===== src/rtl/branch_resolve_unit.sv =====
// Branch resolve unit: in-order prediction queue, mispredict redirect/flush, gshare training strobe.
// Optional BRU_PERF_CNT_EN adds saturating resolution/mispredict counters.
module branch_resolve_unit #(
    parameter int DEPTH        = 4,
    parameter int FLUSH_CYCLES = 2,
    parameter int XLEN         = 32
) (
    input  logic            clk,
    input  logic            rst,
    input  logic            pred_valid,
    input  logic [XLEN-1:0] pred_pc,
    input  logic            pred_taken,
    input  logic [XLEN-1:0] pred_target,
    output logic            pred_ready,
    input  logic            res_valid,
    input  logic            res_taken,
    input  logic [XLEN-1:0] res_target,
    output logic            redirect_valid,
    output logic [XLEN-1:0] redirect_pc,
    output logic            flush,
    output logic            upd_valid,
    output logic [XLEN-1:0] upd_pc,
    output logic            upd_taken,
    output logic            mispredict,
    output logic            underflow_err
`ifdef BRU_PERF_CNT_EN
    ,
    output logic [31:0]     perf_resolved,
    output logic [31:0]     perf_mispredict
`endif
);

    localparam int AW = $clog2(DEPTH);
    localparam int CW = $clog2(FLUSH_CYCLES + 1);

    localparam logic [0:0] IDLE  = 1'b0;
    localparam logic [0:0] FLUSH = 1'b1;

    logic [XLEN-1:0] pc_mem     [DEPTH];
    logic [XLEN-1:0] target_mem [DEPTH];
    logic            taken_mem  [DEPTH];

    logic [AW:0]   wr_ptr;
    logic [AW:0]   rd_ptr;
    logic [0:0]    state;
    logic [CW-1:0] flush_cnt;

    logic            empty;
    logic            full;
    logic            is_idle;
    logic            resolve;
    logic            detect;
    logic            push;
    logic [XLEN-1:0] head_pc;
    logic [XLEN-1:0] head_target;
    logic            head_taken;

    // The extra pointer MSB separates full (wrap bits differ) from empty.
    assign empty   = (wr_ptr == rd_ptr);
    assign full    = (wr_ptr[AW] != rd_ptr[AW]) && (wr_ptr[AW-1:0] == rd_ptr[AW-1:0]);
    assign is_idle = (state == IDLE);

    assign head_pc     = pc_mem[rd_ptr[AW-1:0]];
    assign head_target = target_mem[rd_ptr[AW-1:0]];
    assign head_taken  = taken_mem[rd_ptr[AW-1:0]];

    assign pred_ready = is_idle && (!full || res_valid);
    assign resolve    = is_idle && res_valid && !empty;
    assign detect     = resolve && ((res_taken != head_taken) ||
                                    (res_taken && head_taken && (res_target != head_target)));
    assign push       = pred_valid && pred_ready && !detect;
    assign flush      = (state == FLUSH);

    always_ff @(posedge clk) begin
        if (push) begin
            pc_mem[wr_ptr[AW-1:0]]     <= pred_pc;
            taken_mem[wr_ptr[AW-1:0]]  <= pred_taken;
            target_mem[wr_ptr[AW-1:0]] <= pred_target;
        end
    end

    // A mispredict discards every younger entry, so both pointers restart at zero.
    always_ff @(posedge clk or posedge rst) begin
        if (rst) begin
            wr_ptr <= '0;
            rd_ptr <= '0;
        end else if (detect) begin
            wr_ptr <= '0;
            rd_ptr <= '0;
        end else begin
            if (push)    wr_ptr <= wr_ptr + 1'b1;
            if (resolve) rd_ptr <= rd_ptr + 1'b1;
        end
    end

    always_ff @(posedge clk or posedge rst) begin
        if (rst) begin
            state     <= IDLE;
            flush_cnt <= '0;
        end else if (state == IDLE) begin
            if (detect) begin
                state     <= FLUSH;
                flush_cnt <= CW'(FLUSH_CYCLES - 1);
            end
        end else begin
            if (flush_cnt == '0) state <= IDLE;
            else                 flush_cnt <= flush_cnt - 1'b1;
        end
    end

    always_ff @(posedge clk or posedge rst) begin
        if (rst) begin
            upd_valid      <= 1'b0;
            upd_pc         <= '0;
            upd_taken      <= 1'b0;
            mispredict     <= 1'b0;
            redirect_valid <= 1'b0;
            redirect_pc    <= '0;
            underflow_err  <= 1'b0;
        end else begin
            upd_valid      <= resolve;
            mispredict     <= detect;
            redirect_valid <= detect;
            if (resolve) begin
                upd_pc    <= head_pc;
                upd_taken <= res_taken;
            end
            if (detect)
                redirect_pc <= res_taken ? res_target : head_pc + XLEN'(4);
            if (is_idle && res_valid && empty)
                underflow_err <= 1'b1;
        end
    end

`ifdef BRU_PERF_CNT_EN
    // Counters advance on the same edge that raises upd_valid and hold at all-ones.
    always_ff @(posedge clk or posedge rst) begin
        if (rst) begin
            perf_resolved   <= '0;
            perf_mispredict <= '0;
        end else begin
            if (resolve && perf_resolved != 32'hFFFF_FFFF)
                perf_resolved <= perf_resolved + 1'b1;
            if (detect && perf_mispredict != 32'hFFFF_FFFF)
                perf_mispredict <= perf_mispredict + 1'b1;
        end
    end
`endif

endmodule


===== config.mk =====
export PLATFORM = sky130hd
export DESIGN_NAME = branch_resolve_unit
export DESIGN_NICKNAME = d
export VERILOG_FILES = /design/src/rtl/branch_resolve_unit.sv
export SDC_FILE = /design/constraint.sdc
export NUM_CORES = 1
export LEC_CHECK = 0
export ABC_AREA = 1
export CORE_MARGIN = 2
export CORE_UTILIZATION = 55
export CTS_CLUSTER_SIZE = 28
export DETAILED_ROUTE_END_ITERATION = 6
export PLACE_DENSITY = 0.79
export SLEW_MARGIN = 20
export SYNTH_ARGS = -nofsm -noshare
export SYNTH_HDL_FRONTEND = slang
export SYNTH_SLANG_ARGS = --single-unit

===== constraint.sdc =====
create_clock -name clk -period 16 [get_ports clk]
set_input_delay 3.2 -clock clk [delete_from_list [all_inputs] [get_ports clk]]
set_output_delay 3.2 -clock clk [all_outputs]
set_load 0.02 [all_outputs]

# Yosys cells after proc, flatten, opt, wreduce, memory -nomap -nowiden
# Memories as Yosys holds them, arrays and structs flattened.
# Cells that the tools add are included.
[totals] register_bits=77 n_memories=3 inputBits=102 ram_bits=260
[mem_list] memory="pc_mem" words=4 word_bits=32 rd=1 rd_clocked_by_memory_dff=0 wr=1 line="39" rtl="logic [XLEN-1:0] pc_mem [DEPTH];"
[mem_list] memory="target_mem" words=4 word_bits=32 rd=1 rd_clocked_by_memory_dff=0 wr=1 line="40" rtl="logic [XLEN-1:0] target_mem [DEPTH];"
[mem_list] memory="taken_mem" words=4 word_bits=1 rd=1 rd_clocked_by_memory_dff=0 wr=1 line="41" rtl="logic taken_mem [DEPTH];"
[op_classes] n_mux=13 bitwise=1 add_sub_neg=4 eq_ne=6 n_reduce_logical=20
[ops] op="adder 32 x 3 -> 32 bit, second input constant" count=1
[ops] op="two-way mux 32 bit" count=1
[ops] op="inequality test 32 bit" count=1
[ops] op="two-way mux 3 bit" count=4
[ops] op="logical AND 1 bit" count=10
[ops] op="adder 3 x 1 -> 3 bit, second input constant" count=2
[ops] op="two-way mux 2 bit" count=3
[ops] op="nonzero test 2 bit" count=3
[ops] op="two-way mux 1 bit" count=5
[ops] op="equality test 3 bit" count=1
[ops] op="zero test 1 bit" count=3
[ops] op="equality test 2 bit" count=1
[ops] op="zero test 2 bit" count=1
[ops] op="logical OR 1 bit" count=2
[ops] op="inequality test 1 bit" count=2
[ops] op="inequality test 2 bit, second input constant" count=1
[ops] op="AND reduction 2 bit" count=1
[ops] op="subtractor 2 x 1 -> 2 bit, second input constant" count=1
[ops] op="inverter 1 bit" count=1

# Depth between registers and ports, before layout
# Gate-level depths: netlist (run 1).
[logic_depth] depth_word=9 ltp_mapped=21

# Worst setup path before layout (run 1)
# Ideal clock, no wire load.
[synth_path] kind="input to register" from="in res_target[15]" to="mem pc_mem[3][0], enable pin" slack_ps=8689 arrival_time_ps=6823 stages=15 required_ps=15512 setup_time_ps=488 path_buffers=1 cell_sequence="inv_1 nand3_1 nand2_1 inv_1 nand2_1 nor2_1 nand2_1 nor2_1 nand2_1 nand2_1 nand2_1 nand2_1 inv_1 buf_2 nor2_1"
[synth_between] elab_chain_len=8
[synth_rtl] element="start, declared" line="17" rtl="input logic [XLEN-1:0] res_target,"
[synth_rtl] element="inequality test 32 bit" line="70" rtl="(res_taken && head_taken && (res_target != head_target)));"
[synth_rtl] element="logical AND 1 bit" line="70"
[synth_rtl] element="logical OR 1 bit" line="69" rtl="assign detect = resolve && ((res_taken != head_taken) ||"
[synth_rtl] element="logical AND 1 bit" line="69"
[synth_rtl] element="via detect" line="52" rtl="logic detect;"
[synth_rtl] element="zero test 1 bit" line="71" rtl="assign push = pred_valid && pred_ready && !detect;"
[synth_rtl] element="logical AND 1 bit" line="71"
[synth_rtl] element="two-way mux 1 bit" line="75" rtl="if (push) begin"
[synth_rtl] element="two-way mux 1 bit (implied by the code)" line="76" rtl="pc_mem[wr_ptr[AW-1:0]] <= pred_pc;"
[synth_rtl] element="end, declared" line="39"
# The timed path passes the listed nets, and every way through them passes these cells.

# Worst setup path in the final report (run 1)
[layout_path] from="in res_valid" to="out pred_ready"
[layout_between] elab_chain_len=2
[layout_rtl] element="start, declared" line="15" rtl="input logic res_valid,"
[layout_rtl] element="logical OR 1 bit" line="67" rtl="assign pred_ready = is_idle && (!full || res_valid);"
[layout_rtl] element="logical AND 1 bit" line="67"
[layout_rtl] element="end, declared" line="14" rtl="output logic pred_ready,"
# No other way between the ends.

==> results.md, run 1 <==
- The fraction of layout cells with a size suffix above 1 is 4.88%.
- The actual transition at the worst max-transition pin is 1.05 ns.
- The largest stage delay on the critical path is 0.59 ns.
- The detailed-router iteration count before antenna repair is 7.
- For the final routed database, the setup TNS stands at 0 ns.
- The number of buffers added by the clock tree synthesis step is 34.
- Along the worst hold path, the cell count comes to 1.
- The synthesis-to-layout area growth is 20.1%.
- Across the run, the number of max-cap violations was 0.
- For this run, the leading register cell type out of synthesis is sky130_fd_sc_hd__edfxtp_1.
- The antenna violation net count after detailed routing is 0.
- The tightest min-delay check is of the flop to flop type.
- The first routing iteration left 1,331 violations.
- The post-route core utilization is 66.7%.
- The number of setup buffers added after CTS is 0.
- For this run, design rule violations remaining after detail routing come to 1.
- At the end of routability-driven placement, the weighted congestion stood at 0.900.
- The critical path start-end classification is primary input to primary output.
- The minimum clock period is 7.68 ns.
- The wire length of the first global-routing pass is 58,100 um.
- The number of cells on the worst reg-to-reg path is 12.
- Measured against its own limit, the worst slew margin works out to 29.9%.
- The library cell with the largest summed area after synthesis is sky130_fd_sc_hd__edfxtp_1.
- Counting flops with a built-in enable in the synthesized netlist gives 260.
- The area of the die is 28,200 sq um.
- The slowest cell on the critical path is sky130_fd_sc_hd__clkdlybuf4s50_1.
- The number of gates resized after CTS is 0.
- The wire length after detailed routing is 37,900 um.
- The total number of yosys warnings is 0.
- Timing would allow up to 130 MHz.
- The total area of multi-input combinational cells is 4290 sq um.
- The floorplan has 60 rows.
- The finished layout holds 1,980 standard cells, fillers aside.
- The highest net fanout along the worst path is 2.
- The via count of the first global-routing pass was 10,700.
- The number of input and output port buffers inserted is 172.
- Across all hold checks on the routed design, the worst slack comes to 0.472 ns.
- The portion of the post-synthesis area used by sequential elements is 65.8%.
- The total area of sequential cells is 9740 sq um.
- Entering global routing, the biggest net connects 78 pins.
- The total global-route track usage is 26.9%.
- TritonCTS built the clock tree.
- The kind of start point of the critical path is a primary input.
- Dividing total power by cell area gives a power density of 192 nW/um^2.
- Walking the worst path, the cells encountered are clkdlybuf4s50_1 -> inv_1 -> nand3_1 -> nand2_1 -> inv_1 -> clkdlybuf4s50_1.
- At the worst endpoint, the arrival time is 4.48 ns.
- Setup repair after global routing left no endpoint under its margin.
- The count of cell types in the netlist is 32.
- The flow ran to the end, but the final reports show violations.
- VDD sags by at most 0.000111 V.
- The repair_antennas step left the layout with diodes totalling 0.
- In the final design database the tool counted 1,723 nets.
- The post-synth net total is 1,569.
- The design draws 3.41 mW.
- By area the synthesized netlist is led by sky130_fd_sc_hd__edfxtp_1 (53%), sky130_fd_sc_hd__nand2_1 (14%), sky130_fd_sc_hd__dfrtp_1 (13%), sky130_fd_sc_hd__nand3_1 (5.4%), sky130_fd_sc_hd__o21ai_0 (2.5%).
- The checks that failed: design-rule violations.
- In this run, synthesis produced a sequential element count of 337.
- The clock tree synthesis step divided the H-tree into 2 levels.
- In this run the vertical extent of the chip is 168 um.
- After clock tree synthesis, the flow added hold-fix buffers numbering 0.
- For this design the top-level I/O count stands at 173.
- The number of clock sinks is 337.
- The filler cell count in the final layout is 1,973.
- The number of placed instances, taps included, is 1,918.
- The total count of max-transition violations in the final report came to 0.
- For this design the static power due to leakage is 7.22 nW.
- The area of the placeable core is 26,700 sq um.
- For this run, asynchronously set or reset flops after synthesis account for 22.8%.
- The fraction of the cycle the final worst path needs is 48.0%.
- In the routed layout, each cell is associated on average with a via count of 5.60.
- For the worst-skew pair, the clock arrives at the later sink with an insertion delay of 0.51 ns.
- For this run the aggregate overflow at the end of global routing stands at 0.
- Among all cell types in the netlist, the one instantiated most often is sky130_fd_sc_hd__nand2_1.
- Summed over all nets, the half-perimeter wirelength after detailed placement is 24,000 um.
- The hold violation count in the final report is 0.
- The initial antenna violation count is 0.
- The worst setup path is captured at a primary output.
- The post-CTS clock slew at the launch and capture registers of the worst setup and hold paths is 0.06 ns.
- The starting utilization of the core area is 55.5%.
- The synthesized netlist occupies a cell area of 14,800 sq um.
- For the worst setup path, the data required time is 12.80 ns.
- The maximum clock path buffer count is 3.
- The tree is rooted in a sky130_fd_sc_hd__clkbuf_16.
- Of the post-synthesis cell area, the dominant cell type holds 52.7%.
- The worst-case clock skew is 0.0133 ns.
- Each instance of the synthesized netlist takes up on average 10.1 sq um.
- By count the netlist is led by sky130_fd_sc_hd__nand2_1 (544), sky130_fd_sc_hd__edfxtp_1 (260), sky130_fd_sc_hd__nand3_1 (160).
- The number of setup violations in the final report is 0.
- The routed wire length per instance is 19.1 um.
- The routed layout has 11,100 vias.
- Synthesis produced a netlist whose cell count is 1,459.
- The die boundary width is 168 um.
[path summary, 6_finish.rpt]
| check | from | endpoint | slack [ns] |
|---|---|---|---|
| setup / recovery | res_valid | pred_ready | 8.32 |
| hold / removal | underflow_err | underflow_err | 0.47 |
| setup reg to reg | rd_ptr[1] | target_mem[3][31] | 10.55 |
| hold reg to reg | underflow_err | underflow_err | 0.47 |
| max in group asynchronous | rst | rd_ptr[0] | 12.19 |
| min in group asynchronous | rst | redirect_pc[28] | 3.21 |
[worst max-delay path, delay by kind of cell]
family	cells	cell delay (ns)
buffers and inverters	4	1.15
and+or+nand+nor	2	0.12
[area by class of cell]
cell class	instances	share of cell area (%)
clock buffer	50	5.90
clock inverter	12	0.584
inverter	95	2.03
multi-input combinational	961	24.1
sequential	337	54.8
tap	341	2.40
timing repair buffer	184	10.2
[layout by cell type, fill, tap and decap left out, types with 18 or more instances in the layout]
cell type / count
sky130_fd_sc_hd__o21ai_0: 73
sky130_fd_sc_hd__o21ai_1: 23
sky130_fd_sc_hd__clkdlybuf4s50_1: 172
sky130_fd_sc_hd__nor2_1: 79
sky130_fd_sc_hd__edfxtp_1: 260
sky130_fd_sc_hd__nand2_1: 542
sky130_fd_sc_hd__dfrtp_1: 75
sky130_fd_sc_hd__inv_1: 92
sky130_fd_sc_hd__xor2_1: 18
sky130_fd_sc_hd__nand3_1: 160
sky130_fd_sc_hd__clkbuf_16: 40
[power by group]
group	internal [mW]	total (mW)	switching, mW
Sequential	1.16	1.29	0.132
Clock	0.488	0.811	0.323
Combinational	0.428	1.30	0.876
[cells by family after synthesis]
group                    Yosys count  synth area share, %
AO/OA/AOI/OAI                    124                 4.44
flip-flops                       337                 65.8
adder cells (fa/ha/maj)            8                0.676
XOR/XNOR                          19                 1.12
AND/OR/NAND/NOR                  808                 22.4
buffers and inverters            161                 5.50
multiplexers                       2                0.135
[registers in the layout, summed over array words and instances (netlist names)]
register / flops
flush: 1
pc_mem: 128
wr_ptr: 3
redirect_pc: 32
rd_ptr: 3
flush_cnt: 2
upd_valid: 1
target_mem: 128
taken_mem: 4
mispredict: 1
upd_taken: 1
upd_pc: 32
underflow_err: 1
[layer usage]
layer	wire length (um)	vias up	part of all wire (%)	track usage (%)
li1	-	5177	-	-
met1	15200	5296	40	36.2
met2	18300	539	48	44.8
met3	3270	74	8.6	4.89
met4	1120	0	3.0	9.11
met5	0	-	0	0
[per-stage QoR]
step                      cell area, sq um  setup slack [ns]
after floorplan                      14800              8.69
after global placement               16600              8.31
after detailed placement             16600              8.32
after CTS                            17800              8.31
after global routing                 17800              8.24
final                                17800              8.32
Note: power is estimated with default switching activity, not from simulation.
==> inputs of run 2 (changes only) <==
==> constraint.sdc (replaced) <==
create_clock -name clk -period 7.22 [get_ports clk]
set_input_delay 1.444 -clock clk [delete_from_list [all_inputs] [get_ports clk]]
set_output_delay 1.444 -clock clk [all_outputs]
set_load 0.02 [all_outputs]
==> results.md, run 2 (synthesized netlist as in run 1, its figures left out) <==
- The via count of the first global-routing pass is 10,800 (+1.2%).
- The total area of multi-input combinational cells is 4290 sq um (unchanged).
- The area of the placeable core is 26,700 sq um (unchanged).
- The sum of overflow across all layers after global routing came to 0 (unchanged).
- Setup repair after global routing left no endpoint under its margin.
- The leakage power total is 7.22 nW (about the same).
- The hold violation count in the final report is 0 (unchanged).
- The later-pin clock latency in the skew report was 0.56 ns (+0.05 ns).
- In this run the critical register-to-register path is launched from rd_ptr[0].
- Static timing analysis puts the maximum clock frequency at 184 MHz.
- The routed wire length per instance is 19.6 um (+2.5%).
- Relative to the synthesized area, the layout overhead comes to 20.5%.
- The number of rows created at floorplan came to 60 (unchanged).
- The number of max-cap violations is 0 (unchanged).
- The data arrival time at the worst-slack endpoint is 5.67 ns (+1.19 ns).
- The die boundary width came to 168 um (unchanged).
- The weighted congestion at the end of routability-driven global placement is 0.900 (about the same).
- The maximum ir drop on the vdd rail is 0.000274 V (+150%).
- The type of element capturing the critical path is a flop.
- The actual transition at the worst max-transition pin came to 1.03 ns (-0.0227 ns).
- The antenna violation net count after detailed routing is 0 (unchanged).
- The number of clock sinks was 337 (unchanged).
- The beginning of the worst hold path is upd_pc[20].
- The instance count after placement with tap cells included was 1,922 (+0.21%).
- The HPWL after detailed placement is 25,700 um (+7.3%).
- The overall via count from detail_route is 11,200 (+0.85%).
- The starting utilization of the core area is 55.5% (unchanged).
- The wire length after detailed routing is 38,800 um (+2.5%).
- The wire length of the first global-routing pass is 60,000 um (+3.2%).
- The fraction of layout cells with a size suffix above 1 is 5.49% (+0.61 points).
- The CTS H-tree depth came to 1 (-1).
- The setup slack of the most critical reg-to-reg path was 1.78 ns (-8.77 ns).
- The accumulated negative setup slack is 0 ns (unchanged).
- The number of input and output port buffers inserted is 172 (unchanged).
- The number of DRC violations after detailed-routing iteration 0 is 1,398 (+5.0%).
- The remaining routing DRC violations is 0 (-1).
- The library cells used most frequently in the layout, excluding fill and tap cells, are sky130_fd_sc_hd__nand2_1 (542), sky130_fd_sc_hd__edfxtp_1 (260), sky130_fd_sc_hd__clkdlybuf4s50_1 (172).
- The number of setup violations in the final report is 0 (unchanged).
- The worst setup path is launched from a flop.
- The largest net degree at the start of global routing is 90 (+15%).
- The hold-fix buffer count after cts is 0 (unchanged).
- The fraction of the cycle the final worst path needs is 75.3%.
- The highest net fanout along the worst path came to 80 (+78).
- The cell chosen for the clock root is sky130_fd_sc_hd__clkbuf_16.
- The CTS tree is done.
- The worst slew margin relative to its limit is 31.5% (+1.5 points).
- The critical path ends at target_mem[3][9].
- The worst setup path startpoint is rd_ptr[0].
- The power density of the placed cells was 425 nW/um^2 (+120%).
- The minimum clock period is 5.44 ns.
- The area of the die is 28,200 sq um (unchanged).
- The average via count per standard cell came to 5.65 (+0.90%).
- The required time of the worst setup path is 7.45 ns (-5.35 ns).
- The total global-route track usage is 27.5% (+0.62 points).
- The number of post-CTS setup repair buffers is 0 (unchanged).
- The number of non-filler instances in the completed layout is 1,979 (-0.051%).
- The initial antenna violation count was 0 (unchanged).
- The maximum clock path buffer count is 3 (unchanged).
- The final hold slack was 0.492 ns (+0.0201 ns).
- The switching power summed over all nets is 2.99 mW (+120%).
- The critical path start-end classification is flop to flop.
- The post-CTS clock slew at the launch and capture registers of the worst setup and hold paths was 0.06 ns (about the same).
- The number of gates resized after CTS came to 0 (unchanged).
- The number of nets at the end of the flow is 1,724 (+0.058%).
- The clock network fraction of design power was 23.4% (-0.4 points).
- The sequential power share is 36.9% (-1.0 points).
- The overall die height was 168 um (unchanged).
- The share of power burned in combinational logic is 39.7% (+1.4 points).
- The total count of max-transition violations in the final report is 0 (unchanged).
- The total area of sequential cells is 9740 sq um (unchanged).
- The number of buffers added by the clock tree synthesis step is 31 (-8.8%).
- The net switching share of the total power was 39.4% (+0.37 points).
- The filler cell count in the final layout came to 1,936 (-1.9%).
- The internal power contribution is 4.59 mW (+120%).
- The most common cell after layout, fill and taps aside is sky130_fd_sc_hd__nand2_1.
- The detailed-router iteration count before antenna repair is 6 (-1).
- The run finished with clean final reports.
- The depth of the worst register-to-register path is 19 (+7).
- The worst-case clock skew is 0.0190 ns (+0.00576 ns).
- The number of antenna diodes is 0 (unchanged).
- The boundary pin count is 173 (unchanged).
- The path category of the worst min-delay check is flop to flop.
- The end of the worst register-to-register path is target_mem[3][9].
-- run 2: power by group through the flow --
stage                     combinational (mW)  sequential, mW  clock (mW)
after floorplan                         1.76            2.99           0
after global placement                  2.88            2.82           0
after detailed placement                2.95            2.83           0
after CTS                               2.99            2.80        1.78
after global routing                    3.30            2.84        1.86
final                                   3.01            2.80        1.77
-- run 2: metal layers --
layer	vias to the layer above	wire length, um	GRT usage, %
met4	0	1280	9.86
met5	-	0	0
met2	592	18600	45.3
li1	5176	-	-
met1	5311	15800	38.2
met3	101	3130	3.50
-- run 2: critical path: stages (launching register included) --
cell                      delay, ns
sky130_fd_sc_hd__dfrtp_4       0.68
sky130_fd_sc_hd__inv_4         0.70
sky130_fd_sc_hd__buf_4         0.58
sky130_fd_sc_hd__nand2_1       0.10
sky130_fd_sc_hd__nand3_1       0.11
sky130_fd_sc_hd__nand2_1       0.07
sky130_fd_sc_hd__nand2_1       0.05
sky130_fd_sc_hd__nand2_1       0.05
sky130_fd_sc_hd__inv_1         0.04
sky130_fd_sc_hd__nand2_1       0.04
sky130_fd_sc_hd__nor2_1        0.11
sky130_fd_sc_hd__nand2_1       0.06
sky130_fd_sc_hd__nor2_1        0.11
sky130_fd_sc_hd__nand2_1       0.11
sky130_fd_sc_hd__nand2_1       0.07
sky130_fd_sc_hd__nand2_1       0.09
sky130_fd_sc_hd__nand2_2       0.52
sky130_fd_sc_hd__inv_1         0.37
sky130_fd_sc_hd__nor2_4        0.76
sky130_fd_sc_hd__buf_12        0.34
-- run 2: how the worst min path moves through the flow --
stage	endpoint	slack (ns)	cells after the start
after floorplan	flush_cnt[1]	0.47	2
after CTS	upd_pc[16]	0.50	2
after global placement	underflow_err	0.46	1
after detailed placement	upd_pc[16]	0.48	2
final	upd_pc[20]	0.49	2
after global routing	redirect_pc[25]	0.51	2
-- run 2: per-stage QoR --
stage          power [mW]  cell area (sq um)  setup WS [ns]  util (%)
4_1_cts              7.57              17800           1.86      66.9
2_1_floorplan        4.75              14800           1.67         -
3_3_place_gp         5.69              16700           2.00      62.7
3_5_place_dp         5.79              16700           1.89      62.7
6_report             7.59              17800           1.78      66.9
5_1_grt              8.00              17800           1.35      66.9
-- run 2: area by class of cell --
type	count	share of cell area (%)
multi-input cells	961	24.0
clock buffers	37	4.76
repair buffers	188	10.6
flip-flops and latches	337	54.6
well taps	341	2.39
inverters	95	2.02
clock inverters	20	1.54
